<file path="src/rtl/morse_input_scheduler.sv">
// morse_input_scheduler: debounces Dot/Dash/Space/EndSeq/Clear into one-per-press producer commands.
// Define AUTO_SPACE_EN to insert a Space automatically after GAP_TICKS idle ticks inside a letter.
module morse_input_scheduler #(
   parameter int DEBOUNCE_TICKS = 4,
   parameter int MAX_SYMS = 5,
   parameter int SENT_TIMEOUT = 15
`ifdef AUTO_SPACE_EN
   , parameter int GAP_TICKS = 30
`endif
) (
   input  logic       clk,
   input  logic       Reset,
   input  logic       tick,
   input  logic       Dot,
   input  logic       Dash,
   input  logic       Space,
   input  logic       EndSeq,
   input  logic       Clear,
   input  logic       sent,
   output logic [2:0] Signals,
   output logic       prod_clear,
   output logic       busy,
   output logic [2:0] sym_count,
   output logic       err_overflow,
   output logic       err_timeout
);
   localparam int DW = $clog2(DEBOUNCE_TICKS + 1);
   localparam int TW = $clog2(SENT_TIMEOUT + 1);
   typedef enum logic [1:0] {IDLE, ISSUE, WAIT_SENT, CLR} state_t;
   state_t state;
   logic [4:0] btn, pressed, win, take, rel;
   logic [DW-1:0] db [5];
   logic [TW-1:0] tcnt;
`ifdef AUTO_SPACE_EN
   localparam int GW = $clog2(GAP_TICKS + 1);
   logic [GW-1:0] gap;
`endif
   assign btn = {Clear, EndSeq, Space, Dash, Dot};
   always_comb begin
      pressed = '0;
      for (int i = 0; i < 5; i++) pressed[i] = (db[i] == DW'(DEBOUNCE_TICKS)) && rel[i];
   end
   assign win = pressed[4] ? 5'b10000 : pressed[3] ? 5'b01000 : pressed[2] ? 5'b00100 :
                pressed[1] ? 5'b00010 : pressed[0] ? 5'b00001 : 5'b00000;
   // only IDLE consumes presses; losers keep their latches for a later tick
   assign take = (state == IDLE && tick) ? win : 5'b00000;
   always_ff @(posedge clk) begin
      if (!Reset) begin
         for (int i = 0; i < 5; i++) db[i] <= '0;
         rel <= '1;
      end else begin
         for (int i = 0; i < 5; i++) begin
            if (tick) db[i] <= !btn[i] ? '0 : (db[i] == DW'(DEBOUNCE_TICKS)) ? db[i] : db[i] + 1'b1;
            if (take[i]) rel[i] <= 1'b0;
            else if (db[i] == '0) rel[i] <= 1'b1;
         end
      end
   end
   always_ff @(posedge clk) begin
      if (!Reset) begin
         state <= IDLE;
         Signals <= 3'b000;
         prod_clear <= 1'b0;
         busy <= 1'b0;
         sym_count <= 3'd0;
         err_overflow <= 1'b0;
         err_timeout <= 1'b0;
         tcnt <= '0;
`ifdef AUTO_SPACE_EN
         gap <= '0;
`endif
      end else begin
         prod_clear <= 1'b0;
         case (state)
            IDLE: if (tick) begin
               if (win[4]) begin
                  state <= CLR;
                  busy <= 1'b1;
                  prod_clear <= 1'b1;
                  err_overflow <= 1'b0;
                  err_timeout <= 1'b0;
               end else if (win[3] | win[2]) begin
                  state <= ISSUE;
                  busy <= 1'b1;
                  Signals <= win[3] ? 3'b100 : 3'b011;
               end else if (win[1] | win[0]) begin
                  if (sym_count < 3'(MAX_SYMS)) begin
                     state <= ISSUE;
                     busy <= 1'b1;
                     Signals <= win[1] ? 3'b010 : 3'b001;
`ifdef AUTO_SPACE_EN
                     gap <= '0;
`endif
                  end else err_overflow <= 1'b1;
               end
`ifdef AUTO_SPACE_EN
               else if (sym_count != 3'd0) begin
                  if (gap == GW'(GAP_TICKS - 1)) begin
                     state <= ISSUE;
                     busy <= 1'b1;
                     Signals <= 3'b011;
                     gap <= '0;
                  end else gap <= gap + 1'b1;
               end
`endif
            end
            // the code is held for one full tick period so the divided-clock producer sees it once
            ISSUE: if (tick) begin
               Signals <= 3'b000;
               if (Signals == 3'b100) begin
                  state <= WAIT_SENT;
                  sym_count <= 3'd0;
                  tcnt <= '0;
               end else begin
                  state <= IDLE;
                  busy <= 1'b0;
                  sym_count <= (Signals == 3'b011) ? 3'd0 : sym_count + 3'd1;
               end
            end
            WAIT_SENT: begin
               if (sent) begin
                  state <= CLR;
                  prod_clear <= 1'b1;
               end else if (tick) begin
                  if (tcnt == TW'(SENT_TIMEOUT - 1)) begin
                     err_timeout <= 1'b1;
                     state <= CLR;
                     prod_clear <= 1'b1;
                  end else tcnt <= tcnt + 1'b1;
               end
            end
            CLR: begin
               state <= IDLE;
               busy <= 1'b0;
               sym_count <= 3'd0;
            end
         endcase
      end
   end
endmodule

</file>
<file path="config.mk">
export PLATFORM = sky130hd
export DESIGN_NAME = morse_input_scheduler
export DESIGN_NICKNAME = d
export VERILOG_FILES = /design/src/rtl/morse_input_scheduler.sv
export SDC_FILE = /design/constraint.sdc
export NUM_CORES = 1
export LEC_CHECK = 0
export ABC_AREA = 1
export CAP_MARGIN = 20
export CORE_MARGIN = 4
export CORE_UTILIZATION = 50
export CTS_CLUSTER_SIZE = 20
export DETAILED_ROUTE_END_ITERATION = 8
export GPL_TIMING_DRIVEN = 0
export HOLD_SLACK_MARGIN = 0.02
export PLACE_DENSITY = 0.71
export SYNTH_ARGS = -nofsm -noshare
export SYNTH_HDL_FRONTEND = slang
export SYNTH_SLANG_ARGS = --single-unit
</file>
<file path="constraint.sdc">
create_clock -name clk -period 1.7 [get_ports clk]
set_input_delay 0.17 -clock clk [delete_from_list [all_inputs] [get_ports clk]]
set_output_delay 0.17 -clock clk [all_outputs]
set_load 0.01 [all_outputs]
</file>
==> summary.md <==
| Metric | Value |
|---|---|
| Status | `completed` |
| Worst vdd ir | `~0.62 mV` |
| Area Growth Syn to Fin | `22.6%` |
| Vias per inst | `between 5 and 6` |
| Worst skew pair latency | `0.29 ns` |
| Die area | `0.00532 mm2` |
| EDFF count, synth | `15` |
| GRT Total Usage | `0.172` |
| Final setup vio count | `0` |
| Final worst-path cycle share | `0.944` |
| Post-synthesis sequential area ratio | `0.413` |
| Starting Density | `0.523` |
| Sum of negative setup slack | `0 ns` |
| Clock tree buffer depth | `2` |
| Yosys Warn Count | `0` |
| Slew headroom | `0.701` |
| HP Class | `input pin to register` |
| CTS Root Cell | `clkbuf_8` |
| Net count, final | `around 320` |
| First-pass GRT wire length | `about 7100 um` |
| Pwr Total | `roughly 0.0028 W` |
| Area of the multi-input gates | `0.00117 mm2` |
| Power density over the cells | `roughly 1100 mW/mm2` |
| CTS Sinks | `36` |
| Dpl hpwl | `3150 um` |
| Fin Hold WS | `0.214 ns` |
| Skew final | `0.00849 ns` |
| Vias in the first global route | `1668` |
| Antenna-violating nets left | `0` |
| DRC | `0` |
| Synth Flop Type | `dfxtp_1` |
| Drt wl/cell | `about 13 um` |
| Mapped cell area | `0.00211 mm2` |
| I/O pins | `19` |
| Drt initial violations | `113` |
| Ant diodes | `0` |
| DR pass1 iterations | `4` |
| Total CTS buffers | `5` |
| Die extent in y | `72.9 um` |
| Clock transition at the registers of the reported paths | `roughly 0.07 ns` |
| Crit. End Element | `register` |
| Synth Instances | `269` |
| CP top delay family | `simple AND/OR/NAND/NOR gates` |
| Number of max-cap violations | `0` |
| Die X | `about 73 um` |
| Worst Max-Slew Pin Slew | `roughly 0.45 ns` |
| H-tree depth | `2` |
| CTS hold repair buffers | `0` |
| Number of synthesized register bits | `36` |
| Synth unique cells | `32` |
| IO buf count | `16` |
| Fillers | `370` |
| Reg-to-reg critical path startpoint | `db[0][6]` |
| Final instance area | `0.00258 mm2` |
| Row count | `23` |
| Worst EP arrival | `1.79 ns` |
| Crit. Startpoint | `db[0][6]` |
| Fin crit period | `between 1.5 and 2 ns` |
| Leak pwr | `1.11 nW` |
| Crit path cell chain | `inv_1 -> ha_2 -> nand3_2 -> nand2_4 -> nor2_1 -> nand2_2 -> nand4_4 -> nand3_2 -> nand2_1 -> nand2_1 -> nor2_1` |
| Hold Fails Final Rpt | `0` |
| Crit start category | `register` |
| Post-Place Cell Area | `roughly 0.0023 mm2` |
| FMAX | `a little over 0.6 GHz` |
| Slew Limit Fails | `0` |
| Worst stage delay on the critical path | `0.41 ns` |
| Initial antenna violation count | `0` |
| Critical Path RT | `about 1.9 ns` |
| Register area | `872 um2` |
| Syn nets | `295` |
| Critical Setup Path Class | `register to register` |
| Gr ovfl total | `0` |
| Core Region | `0.00403 mm2` |
| Worst Min Path Start | `Reset` |
| CTS tree | `yes` |
| Layout cells sized above 1 | `0.184` |
| CP Buf/Inv Count | `1` |
| Worst path slowest cell | `edfxtp_1` |
| Synth Area per Inst | `7.83 um2` |
| Async SR Flop Fraction | `0` |
| Drt total wl | `4450 um` |
| Highest fanout seen on the critical path | `4` |
| RePlAce Congestion | `0.852` |
| Largest net degree at the start of global routing | `12` |
| Via count | `1795` |
cell families after synthesis:
kind of cell,after synthesis,synth area share
xor gates and xnor gates,6,0.0249
DFF,36,0.413
and+or+nand+nor,122,0.262
buffers and inverters,49,0.0885
AOI/OAI and AO/OA,39,0.110
adders and majority gates,17,0.101
report_power, final:
group          internal [W]  switching [W]
Clock              0.000288       0.000300
Combinational      0.000461       0.000702
Sequential          0.00101      0.0000882
Total               0.00176        0.00109
stage by stage:
step / instances / setup WS (ns) / utilization
finish: 349 / 0.0956 / 0.641
global route: 349 / -0.0282 / 0.641
CTS: 343 / 0.0286 / 0.598
detailed placement: 335 / 0.0531 / 0.578
global placement: 335 / 0.0637 / 0.578
floorplan: 269 / 0.246 / -
area by class of cell:
cell class,count,share of cell area
multi-input combinational,184,0.455
tap,50,0.0242
timing repair buffer,22,0.0795
inverter,46,0.0669
clock buffer,7,0.0296
clock inverter,1,0.00194
sequential,36,0.338
buffer,3,0.00533
placed cells by master, fill, tap and decap left out, types with 4 or more instances in the layout:
cell type and n:
a21oi_1 19, buf_4 6, clkbuf_8 5, clkdlybuf4s50_1 16
dfxtp_1 20, edfxtp_1 15, ha_1 10, ha_2 4
inv_1 38, inv_2 6, nand2_1 43, nand2_2 5
nand3_1 5, nand3_2 6, nand4_1 6, nor2_1 44
xnor2_1 5
flip-flops by register name, summed over array words and instances (netlist names):
signal,count
sym_count,3
busy,1
rel,5
db,15
err_timeout,1
state,2
tcnt,4
err_overflow,1
prod_clear,1
Signals,3
synthesized netlist by cell type, types with 4 or more instances:
cell type	instances	share of area
nor2_1	45	0.080
nand3_1	9	0.021
inv_1	40	0.071
nand3_2	5	0.024
inv_2	4	0.0071
edfxtp_1	15	0.21
a21oi_1	19	0.045
o21ai_0	4	0.0095
dfxtp_1	21	0.20
ha_1	17	0.10
nand2_1	47	0.084
nand4_1	6	0.018
xnor2_1	5	0.021
what timing repair did:
item	CTS	global route
gates resized for setup	0	30
endpoints found under the setup margin	0	11
endpoints found under the hold margin	0	0
buffers inserted	0	6
per-layer routing:
metal	wire length, um	global-route usage
met5	0	0
met4	74	0.0799
met3	229	0.0427
met2	2120	0.284
met1	2030	0.209
path summary, 6_finish.rpt:
path / slack [ns] / to / cells past startpoint
max reg2reg: 0.1 / busy / 11
min: 0.21 / err_overflow / 3
min reg2reg: 0.45 / err_overflow / 2
max: 0.1 / busy / 11
worst register-to-register path: stages, from the launching register on:
cell	delay [ns]
edfxtp_1	0.41
inv_1	0.09
ha_2	0.20
nand3_2	0.12
nand2_4	0.11
nor2_1	0.06
nand2_2	0.14
nand4_4	0.13
nand3_2	0.10
nand2_1	0.05
nand2_1	0.05
nor2_1	0.04
Note: power is estimated with default switching activity, not from simulation.
